File: src/rtl/memory_access_pkg.sv
// Shared types and helpers for the memory-access stage.
// Holds the access-size enum, the FSM state enum and the small
// lane-placement helpers shared by the top level and the load aligner.
package memory_access_pkg;

  typedef enum logic [1:0] {
    DATA_BYTE = 2'd0,
    DATA_HALF = 2'd1,
    DATA_WORD = 2'd2
  } data_size_e;

  typedef enum logic [1:0] {
    IDLE = 2'd0,
    REQ  = 2'd1,
    WAIT = 2'd2
  } state_e;

  // Half accesses must sit on an even byte, words on a 4-byte boundary.
  function automatic logic is_misaligned(input data_size_e size, input logic [1:0] off);
    logic mis;
    case (size)
      DATA_HALF: mis = off[0];
      DATA_WORD: mis = (off != 2'b00);
      default:   mis = 1'b0;
    endcase
    return mis;
  endfunction

  function automatic logic [3:0] lane_enables(input data_size_e size, input logic [1:0] off);
    logic [3:0] be;
    case (size)
      DATA_BYTE: be = 4'b0001 << off;
      DATA_HALF: be = 4'b0011 << off;
      default:   be = 4'b1111;
    endcase
    return be;
  endfunction

  // Store data is replicated across lanes so the enabled lane always
  // carries the right bytes regardless of the address offset.
  function automatic logic [31:0] lane_wdata(input data_size_e size, input logic [31:0] data);
    logic [31:0] w;
    case (size)
      DATA_BYTE: w = {4{data[7:0]}};
      DATA_HALF: w = {2{data[15:0]}};
      default:   w = data;
    endcase
    return w;
  endfunction

endpackage

File: src/rtl/memory_access_load_align.sv
// load_align: picks the addressed lane out of a read word and extends it.
// Ports:
//   rdata_i    - raw 32-bit word returned by data memory
//   offset_i   - byte offset of the access within the word
//   size_i     - access size
//   unsigned_i - 1 = zero-extend, 0 = sign-extend
//   data_o     - extended load value
import memory_access_pkg::*;

module load_align (
  input  logic [31:0] rdata_i,
  input  logic [1:0]  offset_i,
  input  data_size_e  size_i,
  input  logic        unsigned_i,
  output logic [31:0] data_o
);

  logic [7:0]  byte_v;
  logic [15:0] half_v;

  always_comb begin
    byte_v = rdata_i[7:0];
    case (offset_i)
      2'd0: byte_v = rdata_i[7:0];
      2'd1: byte_v = rdata_i[15:8];
      2'd2: byte_v = rdata_i[23:16];
      default: byte_v = rdata_i[31:24];
    endcase
    half_v = offset_i[1] ? rdata_i[31:16] : rdata_i[15:0];

    case (size_i)
      DATA_BYTE: data_o = {{24{~unsigned_i & byte_v[7]}}, byte_v};
      DATA_HALF: data_o = {{16{~unsigned_i & half_v[15]}}, half_v};
      default:   data_o = rdata_i;
    endcase
  end

endmodule

File: src/rtl/memory_access.sv
// memory_access: memory stage of a simple pipeline.
// Issues one data-memory access at a time, aligns/extends load data and
// drives the writeback register pair; non-memory results pass straight
// through with one cycle of latency.
// Ports:
//   clk, rst                    - clock, asynchronous active-high reset
//   sel_rd_i, mem_re_i, mem_we_i, mem_size_i, load_unsigned_i,
//   alu_result_i, rs2_i         - instruction from the execute stage
//   dmem_req_o/we_o/addr_o/be_o/wdata_o, dmem_gnt_i,
//   dmem_rvalid_i, dmem_rdata_i - data-memory port
//   sel_rd_o, wb_data_o         - registered writeback
//   misaligned_o                - one-cycle pulse on a misaligned access
//   stall_o                     - holds upstream stages
//   state_o                     - current FSM state (debug)
//
// Handshake: a request is presented by dmem_req_o with all request fields
// stable; it is accepted in the cycle dmem_gnt_i is high while dmem_req_o
// is high. For reads, one later cycle with dmem_rvalid_i high returns
// dmem_rdata_i; rvalid outside the WAIT state carries no meaning.
import memory_access_pkg::*;

module memory_access (
  input  logic        clk,
  input  logic        rst,
  input  logic [4:0]  sel_rd_i,
  input  logic        mem_re_i,
  input  logic        mem_we_i,
  input  data_size_e  mem_size_i,
  input  logic        load_unsigned_i,
  input  logic [31:0] alu_result_i,
  input  logic [31:0] rs2_i,
  output logic        dmem_req_o,
  output logic        dmem_we_o,
  output logic [31:0] dmem_addr_o,
  output logic [3:0]  dmem_be_o,
  output logic [31:0] dmem_wdata_o,
  input  logic        dmem_gnt_i,
  input  logic        dmem_rvalid_i,
  input  logic [31:0] dmem_rdata_i,
  output logic [4:0]  sel_rd_o,
  output logic [31:0] wb_data_o,
  output logic        misaligned_o,
  output logic        stall_o,
  output state_e      state_o
);

  state_e      state_q;
  logic [31:0] addr_q;
  logic [3:0]  be_q;
  logic [31:0] wdata_q;
  logic        we_q;
  data_size_e  size_q;
  logic        unsigned_q;
  logic [4:0]  rd_q;
  logic [4:0]  sel_rd_q;
  logic [31:0] wb_data_q;
  logic        misaligned_q;

  logic        mem_access;
  logic        misalign;
  logic        aligned_access;
  logic [31:0] load_data;

  always_comb begin
    mem_access     = mem_re_i | mem_we_i;
    misalign       = mem_access & is_misaligned(mem_size_i, alu_result_i[1:0]);
    aligned_access = mem_access & ~misalign;
  end

  load_align u_load_align (
    .rdata_i    (dmem_rdata_i),
    .offset_i   (addr_q[1:0]),
    .size_i     (size_q),
    .unsigned_i (unsigned_q),
    .data_o     (load_data)
  );

  always_ff @(posedge clk or posedge rst) begin
    if (rst) begin
      state_q      <= IDLE;
      addr_q       <= '0;
      be_q         <= '0;
      wdata_q      <= '0;
      we_q         <= 1'b0;
      size_q       <= DATA_BYTE;
      unsigned_q   <= 1'b0;
      rd_q         <= '0;
      sel_rd_q     <= '0;
      wb_data_q    <= '0;
      misaligned_q <= 1'b0;
    end else begin
      misaligned_q <= 1'b0;
      case (state_q)
        IDLE: begin
          if (aligned_access) begin
            addr_q     <= alu_result_i;
            be_q       <= lane_enables(mem_size_i, alu_result_i[1:0]);
            wdata_q    <= lane_wdata(mem_size_i, rs2_i);
            we_q       <= mem_we_i;
            size_q     <= mem_size_i;
            unsigned_q <= load_unsigned_i;
            rd_q       <= sel_rd_i;
            sel_rd_q   <= '0;
            state_q    <= REQ;
          end else if (misalign) begin
            misaligned_q <= 1'b1;
            sel_rd_q     <= '0;
          end else begin
            wb_data_q <= alu_result_i;
            sel_rd_q  <= sel_rd_i;
          end
        end
        REQ: begin
          // Either a bubble (still stalled) or store completion: rd is 0 both ways.
          sel_rd_q <= '0;
          if (dmem_gnt_i) state_q <= we_q ? IDLE : WAIT;
        end
        WAIT: begin
          if (dmem_rvalid_i) begin
            wb_data_q <= load_data;
            sel_rd_q  <= rd_q;
            state_q   <= IDLE;
          end else begin
            sel_rd_q <= '0;
          end
        end
        default: begin
          sel_rd_q <= '0;
          state_q  <= IDLE;
        end
      endcase
    end
  end

  // rst gates stall so upstream is released the instant reset rises,
  // even while an aligned access sits on the inputs.
  always_comb begin
    stall_o = ~rst & (((state_q == IDLE) & aligned_access) |
                      ((state_q == REQ)  & ~(dmem_gnt_i & we_q)) |
                      ((state_q == WAIT) & ~dmem_rvalid_i));
  end

  assign dmem_req_o   = (state_q == REQ);
  assign dmem_we_o    = we_q;
  assign dmem_addr_o  = {addr_q[31:2], 2'b00};
  assign dmem_be_o    = be_q;
  assign dmem_wdata_o = wdata_q;
  assign sel_rd_o     = sel_rd_q;
  assign wb_data_o    = wb_data_q;
  assign misaligned_o = misaligned_q;
  assign state_o      = state_q;

endmodule

File: config.mk
export PLATFORM = sky130hd
export DESIGN_NAME = memory_access
export DESIGN_NICKNAME = d
export VERILOG_FILES = /design/src/rtl/memory_access_pkg.sv /design/src/rtl/memory_access_load_align.sv /design/src/rtl/memory_access.sv
export SDC_FILE = /design/constraint.sdc
export NUM_CORES = 1
export LEC_CHECK = 0
export ABC_AREA = 1
export BUFFER_PORTS_ARGS = -buffer_cell sky130_fd_sc_hd__buf_2
export CAP_MARGIN = 20
export CORE_UTILIZATION = 51
export DETAILED_ROUTE_END_ITERATION = 8
export PLACE_DENSITY = 0.81
export SLEW_MARGIN = 20
export SYNTH_ARGS = -nofsm -noshare
export SYNTH_HDL_FRONTEND = slang
export SYNTH_HIERARCHICAL = 1
export SYNTH_SLANG_ARGS = --single-unit
export TNS_END_PERCENT = 100
File: constraint.sdc
create_clock -name clk -period 3.6 [get_ports clk]
set_input_delay 0.18 -clock clk [delete_from_list [all_inputs] [get_ports clk]]
set_output_delay 0.18 -clock clk [all_outputs]
set_load 0.05 [all_outputs]
==> metrics.txt, run 1 <==
share of cells above drive strength 1=41.2%; maximum clock rate=432 MHz; FF+latch count, synth=117; Lkg Pwr=0.00429 µW; Slew HR=40.8%; Initial Utilization=52.4%; hold buffer count at cts=0; Design Area, Final=7950 µm²; H-tree level count=4; IR drop worst, VDD=610 µV; maxcap violations=0; Num Clock Sinks=117; CP Class=flop to flop; # diodes=0; DRT iter0 DRCs=444; setup_tns=0 ns; CP top delay family=simple AND/OR/NAND/NOR gates; number of fillers in the final layout=1125; Placed Area=7380 µm²; Vias=5753; post-CTS setup buffer count=0; post-route insts no fill=1135; status=complete, but fails checks; post-DR vias/cell=5.07; Synth Area per Inst=8.45 µm²; flop-to-flop setup slack=1.29 ns; first-pass GRT wire length=25.5 mm; PwrDens=1110 nW/µm²; Cells after Synth=783; commonest non-fill, non-tap cell in the layout=buf_2; Yosys top cell area share=44.2%; CP required=3.92 ns; placed cells=1104; Seq/Total Area, Yosys=44.2%; final worst-path cycle share=64.3%; Period minus WS final=2.31 ns; Area contributors post-synth=dfrtp_1, nand2_1, o21ai_2; Largest stage delay, worst path=0.75 ns; Reg clk slew, reported paths=0.05 ns; r2r worst-path depth=8; largest net degree at the start of global routing=73; final net count=1064; min-delay worst type=input port to async pin; Worst-Margin Slew=0.888 ns; post-DR wirelength/cell=14.6 µm; Cell variety after synth=33; clk_skew=0.00837 ns; setup ws final=1.29 ns; die area=13400 µm²; CP Launch Type=flop; final core occ=63.0%; core area=12600 µm²; clock latency on the worst-skew pair=0.41 ns; First-pass DRT Iterations=5; WP buf/inv=1; Simple-Gate Fraction of Synth Area=24.1%; reg-to-reg endpoint=wb_data_o[13]; I/O pin cnt=221; vias in the first global route=5043; Synth Cell Area=6620 µm²; Total GRT Usage=25.0%; adder-cell share of the synthesized area=0.567%; initial antenna violation count=0; hold slack=-0.0249 ns; Post-Synth XOR/XNOR Area=0%; Routed Wire Length=16.5 mm; combinational family with the most area after synthesis=simple AND/OR/NAND/NOR gates; final hold vios=40; Root Buffer Master=clkbuf_16; Synth Area in Compound Gates=17.7%; slowest cell on the critical path=dfrtp_1; remaining global-route overflow=0; crit-path max FO=24; failing checks=negative hold slack; PortBufs=218; GP Congestion=0.921; critical path cell sequence=inv_2, nand2_2, nand2_1, nand3_2, nand3_4, nand3_2, o21ai_0, a21oi_1; CP most frequent cell=nand3_2; # setup viols final=0; HPWL Detailed=11.7 mm; commonest cells after routing, fill and taps aside=buf_2, nand2_1, dfrtp_1; detailed-route DRC error count=0; Max Root-Sink Buffers=2; CP arrival=2.63 ns; Layout area overhead=20.1%; RSZ-0062 raised after global routing=false; antenna violation net count after detailed routing=0; dpl ws=1.26 ns; Crit. End Element=flop; RR Startpoint=addr_q[1]; Max Slew Vio Count=0; Yosys top cell by area=dfrtp_1; Yosys warnings=6; CTS buffer count=17; CTS tree=built; Chip Height=116 µm; post-CTS sizing=0; Die W=116 µm; num rows=41; mux cell area share after synthesis=0%
## registers in the layout (all words and copies together), names as in the netlist
name / count
dmem_wdata_o: 32
sel_rd_o: 5
misaligned_o: 1
unsigned_q: 1
dmem_we_o: 1
dmem_be_o: 4
state_o: 2
addr_q: 32
wb_data_o: 32
size_q: 2
rd_q: 5
## worst max path at each step
stage / startpoint / to / cells past startpoint
after floorplan: rst / addr_q[0] / 1
after global placement: mem_size_i[1] / addr_q[20] / 9
after detailed placement: mem_size_i[1] / addr_q[19] / 9
after CTS: size_q[1] / wb_data_o[13] / 6
after global routing: addr_q[1] / wb_data_o[19] / 8
final: addr_q[1] / wb_data_o[13] / 8
## logic make-up after synthesis
kind of cell,after synthesis
and+or+nand+nor,327
AOI/OAI and AO/OA,189
buffers and inverters,146
DFF,117
adders and majority gates,3
other,1
## per-layer routing
layer  wire length [µm]  global-route usage [%]
met1               7350                    34.8
met2               7670                    37.3
met3               1000                    4.97
met4                505                    12.0
met5                  0                       0
## area by class of cell
type / instances / area (µm²) / share of cell area, %
inverters: 71 / 272 / 3.42
repair buffers: 223 / 1140 / 14.4
multi-input cells: 521 / 2830 / 35.6
well taps: 172 / 215 / 2.71
clock buffers: 28 / 527 / 6.63
flip-flops and latches: 117 / 2930 / 36.8
clock inverters: 3 / 40.0 / 0.504
## per-stage QoR
| stage | power, µW | hold WS (ns) |
|---|---|---|
| after global routing | 9370 | 0.0284 |
| after floorplan | 6630 | 0.325 |
| after CTS | 8890 | 0.0105 |
| after detailed placement | 7240 | 0.446 |
| after global placement | 7160 | 0.441 |
| final | 8850 | -0.0249 |
## report_power, final
group	total (µW)	internal, µW	switching [µW]
sequential	2400	1940	464
combinational	4840	1200	3640
clock	1610	1050	560
## Yosys cell counts
cell type	n
buf_2	17
buf_4	38
buf_6	3
nor3_1	1
o21ai_1	2
nand3_1	12
nand2_2	55
inv_1	64
nor3_2	1
a21oi_2	1
o22ai_1	5
nand4_1	1
o21ai_2	50
ha_1	3
inv_4	1
nand3_2	22
nand2_4	2
nor2_1	49
nor2_2	1
nand2_1	178
buf_12	9
a21oi_1	66
conb_1	1
or2_2	1
nor2_4	2
o21a_4	1
o211ai_1	7
nand4_4	1
o21ai_0	57
dfrtp_1	117
inv_2	6
nand3_4	1
clkbuf_1	8
No activity file was read; power rests on OpenSTA's default activity.
==> inputs of run 2 (changes only) <==
- clock period: 3.6 -> 2.28 ns (I/O delays scaled with it)
==> metrics.txt, run 2 (synthesis gave the netlist of run 1 again) <==
Routed Wire Length=18.5 mm; post-DR vias/cell=5.13; Num Clock Sinks=117; PortBufs=218; detailed-route DRC error count=0; status=finished, final reports clean; Largest stage delay, worst path=0.45 ns; Reg clk slew, reported paths=0.05 ns; HPWL Detailed=12.2 mm; Slew HR=57.5%; post-CTS setup buffer count=0; DRT iter0 DRCs=488; Lkg Pwr=0.00464 µW; Worst-Margin Slew=0.637 ns; vias in the first global route=5827; setup_tns=0 ns; Root Buffer Master=clkbuf_16; commonest non-fill, non-tap cell in the layout=buf_2; final worst-path cycle share=93.8%; Max Root-Sink Buffers=2; Layout area overhead=32.6%; core area=12600 µm²; Period minus WS final=2.14 ns; RSZ-0062 raised after global routing=false; CP Launch Type=flop; post-DR wirelength/cell=15.3 µm; Total GRT Usage=28.0%; final net count=1138; Max Slew Vio Count=0; Design Area, Final=8780 µm²; antenna violation net count after detailed routing=0; maxcap violations=0; final hold vios=0; CP arrival=2.02 ns; share of cells above drive strength 1=39.8%; Initial Utilization=52.4%; min-delay worst type=input port to flop; maximum clock rate=468 MHz; Die W=116 µm; Chip Height=116 µm; slowest cell on the critical path=dfrtp_1; remaining global-route overflow=0; GP Congestion=0.882; Placed Area=7510 µm²; H-tree level count=4; Vias=6217; CTS buffer count=17; RR Startpoint=size_q[1]; critical path cell sequence=inv_2, nand2_1, nor2_4, nand2_8, a21oi_2, buf_2; first-pass GRT wire length=28.5 mm; largest net degree at the start of global routing=65; post-route insts no fill=1211; clock latency on the worst-skew pair=0.42 ns; CP required=2.17 ns; post-CTS sizing=0; Crit. End Element=output pin; clk_skew=0.00999 ns; setup ws final=0.142 ns; PwrDens=1650 nW/µm²; commonest cells after routing, fill and taps aside=buf_2, nand2_1, dfrtp_1; hold path start=rs2_i[8]; Setup crit start=state_o[1]; die area=13400 µm²; First-pass DRT Iterations=5; dpl ws=0.430 ns; CP Class=flop to output pin; # setup viols final=0; initial antenna violation count=0; I/O pin cnt=221; placed cells=1115; num rows=41; crit-path max FO=62; CTS tree=built; IR drop worst, VDD=1000 µV
==> run 2: cell count changes in the layout (fill, tap and decap cells not counted), sizes merged <==
cell	delta
dlygate4sd3	+63
inv	-1
diode	+1
bufinv	+3
clkinv	+4
clkbuf	-9
buf	+11
clkinvlp	+4
==> run 2: routing by layer <==
layer | up-vias | routed length [µm] | global-route usage, %
met4 | 0 | 869 | 16.2
met5 | - | 0 | 0
li1 | 2983 | - | -
met1 | 2857 | 7460 | 34.5
met3 | 71 | 1260 | 6.96
met2 | 306 | 8940 | 45.0
==> run 2: worst max-delay path: cells and delay by family (launching register included) <==
family	cells	cell delay [ns]
DFF	1	0.45
AOI/OAI and AO/OA	1	0.23
buffers and inverters	2	0.37
and+or+nand+nor	3	0.55
==> run 2: stage by stage <==
step / power (µW) / util, % / hold slack (ns)
floorplan: 10500 / - / 0.259
global placement: 11400 / 59.5 / 0.200
detailed placement: 11600 / 59.5 / 0.210
CTS: 14500 / 69.5 / 0.0000909
global route: 15300 / 69.5 / 0.000940
finish: 14500 / 69.6 / 0.0120
==> run 2: path summary, 6_finish.rpt <==
kind / depth (start not counted) / end / slack, ns
max: 6 / stall_o / 0.14
min: 3 / dmem_wdata_o[8] / 0.01
max reg2reg: 6 / wb_data_o[30] / 0.39
min reg2reg: 2 / dmem_wdata_o[25] / 0.48
max in group asynchronous: 4 / wb_data_o[5] / 1.38
min in group asynchronous: 3 / sel_rd_o[1] / 0.31
==> run 2: final cells by class <==
type,instances,area [µm²]
clock inverter,13,180
inverter,71,273
sequential,117,2930
clock buffer,19,453
fill,1011,3840
multi-input combinational,521,2820
timing repair buffer,297,1900
antenna,1,2.50
tap,172,215
==> run 2: report_power, final <==
part           internal (µW)  leakage, µW  switching (µW)
Sequential              3060      0.00141             681
Clock                   1880     0.000305             955
Combinational           2060      0.00293            5880
Total                   7000      0.00464            7520
==> run 2: what timing repair did <==
| item | 4_1_cts | 5_1_grt |
|---|---|---|
| hold buffers | 63 | 0 |
| endpoints found under the setup margin | 0 | 0 |
| endpoints found under the hold margin | 85 | 0 |
